## src/rtl/stc_prog.sv

```systemverilog
// stc_prog: programmable sensitivity time control for radar video.
// Range-dependent gain from a runtime-loaded breakpoint table, 2-cycle multiply pipe.
// Ports:
//   i_clk, i_rst (sync, active-low)
//   i_trig        sweep trigger (level, edge detected inside)
//   i_sample_en   ADC strobe, i_vid_in valid
//   i_vid_in      raw video sample
//   i_bypass      force unity gain
//   i_cfg_we/addr/range/gain  breakpoint table write port
//   o_cfg_err     pulse: write rejected
//   o_vid_out/o_vid_valid     gain-controlled video
//   o_sweep_active, o_range_idx  sweep status / range counter
//   o_trig_overrun            pulse: trigger edge during active sweep
module stc_prog #(
  parameter int DATA_W       = 12,
  parameter int GAIN_W       = 12,
  parameter int RANGE_W      = 12,
  parameter int SAMPLE_LIMIT = 2626,
  parameter int SEGS         = 16,
  parameter int RETRIG       = 0,
  localparam int AW          = $clog2(SEGS)
) (
  input  logic               i_clk,
  input  logic               i_rst,
  input  logic               i_trig,
  input  logic               i_sample_en,
  input  logic [DATA_W-1:0]  i_vid_in,
  input  logic               i_bypass,
  input  logic               i_cfg_we,
  input  logic [AW-1:0]      i_cfg_addr,
  input  logic [RANGE_W-1:0] i_cfg_range,
  input  logic [GAIN_W-1:0]  i_cfg_gain,
  output logic               o_cfg_err,
  output logic [DATA_W-1:0]  o_vid_out,
  output logic               o_vid_valid,
  output logic               o_sweep_active,
  output logic [RANGE_W-1:0] o_range_idx,
  output logic               o_trig_overrun
);

  localparam logic [RANGE_W-1:0] LIM =
    RANGE_W'(SAMPLE_LIMIT);
  localparam logic [GAIN_W-1:0] UNITY =
    {1'b1, {(GAIN_W-1){1'b0}}};
  localparam logic [AW-1:0] LAST = AW'(SEGS-1);
  localparam int PW = DATA_W + GAIN_W;

  logic               r_trig_d;
  logic [RANGE_W-1:0] r_range;
  logic [AW-1:0]      r_seg;

  // Shadow table takes writes; active table is what
  // the running sweep uses, refreshed at sweep start.
  logic [RANGE_W-1:0] r_sh_rng   [SEGS];
  logic [GAIN_W-1:0]  r_sh_gain  [SEGS];
  logic [RANGE_W-1:0] r_act_rng  [SEGS];
  logic [GAIN_W-1:0]  r_act_gain [SEGS];

  logic               r_s1_v;
  logic [DATA_W-1:0]  r_s1_vid;
  logic [GAIN_W-1:0]  r_s1_gain;
  logic               r_vv;
  logic [DATA_W-1:0]  r_vo;
  logic               r_err;
  logic               r_ovr;

  logic               w_edge;
  logic               w_active;
  logic               w_start;
  logic               w_we_ok;
  logic [AW-1:0]      w_nxt;
  logic               w_can;
  logic [AW-1:0]      w_seg;
  logic [GAIN_W-1:0]  w_gain;
  logic [PW-1:0]      w_prod;
  logic [DATA_W:0]    w_y;
  logic [DATA_W-1:0]  w_sat;

  assign w_edge   = i_trig & ~r_trig_d;
  assign w_active = r_range < LIM;
  assign w_start  = w_edge &
    (~w_active | (RETRIG != 0));
  assign w_we_ok  = i_cfg_we & ~w_active & ~w_edge;

  // Pointer may step to the next entry only while the
  // table is still ascending at that point.
  assign w_nxt = r_seg + AW'(1);
  assign w_can = (r_seg != LAST) &&
    (r_act_rng[w_nxt] > r_act_rng[r_seg]) &&
    (r_range >= r_act_rng[w_nxt]);
  assign w_seg = (w_active && w_can) ? w_nxt : r_seg;

  always_comb begin
    w_gain = r_act_gain[w_seg];
    unique case (1'b1)
      i_bypass: w_gain = UNITY;
      w_start:  w_gain = r_sh_gain[0];
      default:  w_gain = r_act_gain[w_seg];
    endcase
  end

  // Product never exceeds 2**(DATA_W+1) after the
  // shift, so the top bit alone flags overflow.
  assign w_prod = PW'(r_s1_vid) * PW'(r_s1_gain);
  assign w_y    = (DATA_W+1)'(w_prod >> (GAIN_W-1));
  assign w_sat  = w_y[DATA_W] ? '1 : w_y[DATA_W-1:0];

  always_ff @(posedge i_clk) begin
    if (!i_rst) begin
      r_trig_d  <= 1'b0;
      r_range   <= LIM;
      r_seg     <= '0;
      r_s1_v    <= 1'b0;
      r_s1_vid  <= '0;
      r_s1_gain <= '0;
      r_vv      <= 1'b0;
      r_vo      <= '0;
      r_err     <= 1'b0;
      r_ovr     <= 1'b0;
      for (int i = 0; i < SEGS; i++) begin
        r_sh_rng[i]   <= '0;
        r_sh_gain[i]  <= UNITY;
        r_act_rng[i]  <= '0;
        r_act_gain[i] <= UNITY;
      end
    end else begin
      r_trig_d <= i_trig;
      r_err    <= i_cfg_we & ~w_we_ok;
      r_ovr    <= w_edge & w_active;

      // A sample coincident with restart takes idx 0.
      if (w_start)
        r_range <= i_sample_en ?
          RANGE_W'(1) : '0;
      else if (w_active && i_sample_en)
        r_range <= r_range + RANGE_W'(1);

      r_seg <= w_start ? '0 : w_seg;

      if (w_start) begin
        for (int i = 0; i < SEGS; i++) begin
          r_act_rng[i]  <= r_sh_rng[i];
          r_act_gain[i] <= r_sh_gain[i];
        end
      end
      if (w_we_ok) begin
        r_sh_rng[i_cfg_addr]  <= i_cfg_range;
        r_sh_gain[i_cfg_addr] <= i_cfg_gain;
      end

      r_s1_v    <= i_sample_en;
      r_s1_vid  <= i_vid_in;
      r_s1_gain <= w_gain;
      r_vv      <= r_s1_v;
      if (r_s1_v)
        r_vo <= w_sat;
    end
  end

  assign o_cfg_err      = r_err;
  assign o_vid_out      = r_vo;
  assign o_vid_valid    = r_vv;
  assign o_sweep_active = w_active;
  assign o_range_idx    = r_range;
  assign o_trig_overrun = r_ovr;

endmodule

```

## config.mk

```make
export PLATFORM = sky130hd
export DESIGN_NAME = stc_prog
export DESIGN_NICKNAME = d
export VERILOG_FILES = /design/src/rtl/stc_prog.sv
export SDC_FILE = /design/constraint.sdc
export NUM_CORES = 1
export LEC_CHECK = 0
export BUFFER_PORTS_ARGS = -buffer_cell sky130_fd_sc_hd__buf_4
export CORE_ASPECT_RATIO = 2
export CORE_MARGIN = 1
export CORE_UTILIZATION = 60
export DETAILED_ROUTE_END_ITERATION = 16
export GPL_TIMING_DRIVEN = 1
export PLACE_DENSITY = 0.8
export SETUP_SLACK_MARGIN = 0.1
export SYNTH_ARGS = -nofsm -noshare
export SYNTH_HDL_FRONTEND = slang
export SYNTH_SLANG_ARGS = --single-unit
```

## constraint.sdc

```tcl
create_clock -name i_clk -period 14 [get_ports i_clk]
set_clock_uncertainty 0.2 [all_clocks]
set_input_delay 0 -clock i_clk [delete_from_list [all_inputs] [get_ports i_clk]]
set_output_delay 0 -clock i_clk [all_outputs]
set_load 0.02 [all_outputs]
```

==> flow_summary.toml <==
[floorplanning]
rows = 134
pin_count = 74
core_sq_um = 66900
start_util_pct = 60.72
die_w_microns = 186.0
die_y_microns = 370.0
die-area_sq_um = 68800

[global_route]
grt_pass1_wl_microns = 163000
antenna_found_initial = 12
track_usage_pct = 33.82
grt_pass1_vias = 26354
overflow = 0
grt_max_degree = 175

[setup_path]
path_depth = 14
reg2reg_slack_ps = 6160
required_ps = 14320
worstSetupStartpointType = "flip-flop"
slowest_stage = "xnor2_4"
r2r_cells = 14
cp_cell_sequence = "buf_4 -> buf_4 -> mux4_2 -> mux4_2 -> ha_1 -> nor2b_1 -> o211ai_1 -> a211oi_1 -> or3_1 -> and2_1 -> xnor2_4 -> o221a_2 -> mux2i_1 -> a311o_1"
crit_type = "flip-flop to flip-flop"
critPathCaptureType = "flip-flop"
critical_path_arrival_ps = 8160
reg2reg_to = "r_s1_gain[11]"
critPathBufInv = 2
cpLargestDelayFamily = "buffers and inverters"
crit_fanout = 67
reg2reg_from = "r_seg[0]"
max_stage_delay_ps = 1090

[layout]
syn_to_final_growth_pct = 11.09
final.fill_count = 4494
fin_cells = 4036
drive_gt1_share_pct = 12.02
stdcell_area_sq_um = 45120
fin_nets = 3324

[route]
wl_microns = 112100
first_pass_iters = 6
drc = 0
drt_iter0_drc = 2166
routed_via_density = 6.240
num_vias = 25183
ant_nets = 0
wl_per_cell_microns = 27.77

[placed_design]
port_buffers = 73
dp.cells = 3830
gp_congestion = 0.9542
post-dp-hpwl_microns = 73850
dpl-instance-area_sq_um = 42040

[clocking]
insertion_delay_ps = 650
cts_made_buffers = 71
clk_path_buf_depth = 3
cts_tree = "yes"
cts.sinks = 825
cts_root_buf = "clkbuf_16"
post_cts_resized = 0
post_cts_buffers = 0
htreeDepth = 3
clkTransAtPathRegs_ps = 70

[synthesis]
synth-seq-cells = 825
yosysMostFrequentCell = "and2_1"
synthArstFlopShare_pct = 0
synth-main-ff-cell = "edfxtp_1"
syn_area_sq_um = 40620
synth.avg_cell_area_sq_um = 13.43
postSynthCellCount = 3024
ys_top_cells_by_area = "edfxtp_1, and2_1, fa_1, mux4_2, dfxtp_1"
synth_edf_count = 768
synth.distinct_cells = 77
synth_fp_nets = 3253
synthDominantCellAreaShare_pct = 56.78
synth_common_cells = "and2_1, edfxtp_1, nand2_1"
synth_area_leader_cell = "edfxtp_1"
ys_seq_area_share_pct = 59.59
ys_warn_count = 0

[timing]
fmax_mhz = 127.6
tns_ps = 0
min_period_ps = 7839
finalHoldViolations = 0
slew_headroom_pct = 9.458
worst_pin_slew_ps = 1347
finalSetupViolCount = 0
rsz0062_at_grt = "no"
drv_slew = 0
fin_crit_sh_pct = 55.99

[power_and_ir_drop]
power_mw = 6.574
p_clk_share_pct = 30.7
p_int_mw = 4.638
p_seq_share_pct = 47.1
power_density_nw_per_um2 = 145.7
vdd_drop_max_mv = 0.1225
switching_power_mw = 1.936
swShare_pct = 29.45
pwr-share-comb_pct = 22.2
p_leak_nw = 17.29

[job]
cap_violations = 0

[hold_path]
hold_path.class = "input pin to flip-flop"
whs_path_depth = 4
hold_start = "i_sample_en"
min_to = "o_range_idx[0]"

[outcome]
status = "finished clean"
-- worst reg2reg max path, cell delays in order, from the launching register on --
cell	delay (ps)
dfxtp_4	780
buf_4	810
buf_4	1000
mux4_2	680
mux4_2	490
ha_1	300
nor2b_1	130
o211ai_1	320
a211oi_1	150
or3_1	420
and2_1	560
xnor2_4	1100
o221a_2	380
mux2i_1	70
a311o_1	320
-- power groups by stage --
stage          registers (mW)  logic [mW]  clock network, mW
2_1_floorplan            3.10        1.08                  0
3_3_place_gp             3.13        1.38                  0
6_report                 3.10        1.46               2.02
5_1_grt                  3.11        1.56               2.12
4_1_cts                  3.09        1.44               2.02
3_5_place_dp             3.14        1.41                  0
-- flip-flops by register name (all words and copies together) (netlist names) --
name	count
o_vid_out	12
o_cfg_err	1
r_seg	4
r_s1_v	1
r_s1_vid	12
r_act_rng	192
o_trig_overrun	1
r_trig_d	1
r_sh_gain	192
r_s1_gain	12
r_sh_rng	192
o_vid_valid	1
r_act_gain	192
o_range_idx	12
-- placed cells by master, fill, tap and decap left out, types with 7 or more instances in the layout --
| cell type | n |
|---|---|
| dfxtp_1 | 55 |
| inv_1 | 144 |
| mux4_2 | 84 |
| or2_2 | 7 |
| mux2_2 | 13 |
| nand3_1 | 45 |
| o21ai_0 | 30 |
| fa_1 | 99 |
| and2_1 | 788 |
| a221oi_1 | 37 |
| clkbuf_16 | 73 |
| bufinv_16 | 9 |
| o21a_1 | 15 |
| clkinv_1 | 12 |
| a21oi_1 | 32 |
| nand4_1 | 10 |
| inv_6 | 7 |
| a32oi_1 | 10 |
| dlygate4sd3_1 | 75 |
| or3_1 | 24 |
| nor2_1 | 43 |
| mux2i_1 | 104 |
| o21ai_2 | 7 |
| o211a_1 | 7 |
| a21o_1 | 8 |
| ha_1 | 83 |
| nor2b_1 | 7 |
| clkbuf_1 | 14 |
| buf_4 | 127 |
| and3_1 | 31 |
| nand2b_1 | 27 |
| xor2_1 | 15 |
| edfxtp_1 | 768 |
| diode_2 | 7 |
| nand2_1 | 186 |
| a41o_1 | 16 |
| o22ai_1 | 10 |
| a31oi_1 | 9 |
| nor3_1 | 12 |
-- stage by stage --
stage	utilization, %	setup slack, ps	hold slack, ps
4_1_cts	67.42	6251	39.12
3_5_place_dp	62.84	6292	10.32
6_report	67.45	6161	66.27
5_1_grt	67.45	5803	55.45
3_3_place_gp	62.84	6449	10.87
2_1_floorplan	-	1088	-78.29
-- worst max path at each step --
| stage | to | startpoint |
|---|---|---|
| final | r_s1_gain[11] | r_seg[0] |
| after global routing | r_s1_gain[11] | r_seg[0] |
| after CTS | r_s1_gain[11] | r_seg[0] |
| after detailed placement | r_s1_gain[11] | r_seg[0] |
| after global placement | r_s1_gain[11] | r_seg[0] |
| after floorplan | r_act_gain[0][0] | o_range_idx[8] |
-- cell type report --
cell class	count	area (sq um)	share of cell area (%)
inverter	145	544.3	1.206
antenna	7	17.52	0.03882
clock inverter	36	434.2	0.9622
tap	884	1106	2.451
clock buffer	87	1879	4.165
multi-input combinational	1847	15190	33.67
sequential	825	24210	53.65
timing repair buffer	205	1740	3.857
-- routing by layer --
layer	vias to the layer above	GRT usage (%)	share of wire [%]
met5	-	0	0.038
met4	6	29.90	10
met3	539	7.471	7.5
met2	1324	59.96	53
met1	12499	32.09	30
li1	10815	-	-
-- logic make-up (layout without fill, tap and decap cells) --
group / after synthesis / count (layout) / share of synthesized area [%]
flip-flops: 825 / 825 / 59.59
XOR/XNOR: 23 / 23 / 0.5422
adder cells (fa/ha/maj): 183 / 183 / 7.467
AO/OA/AOI/OAI: 236 / 236 / 4.399
other: 0 / 7 / 0
multiplexers: 202 / 202 / 7.606
buffers and inverters: 352 / 473 / 3.429
AND/OR/NAND/NOR: 1203 / 1203 / 16.97
-- timing repair --
item                                    in CTS  in global routing
endpoints found under the setup margin       0                  0
hold buffers                                75                  0
endpoints found under the hold margin      509                  0
No activity file was read; power rests on OpenSTA's default activity.
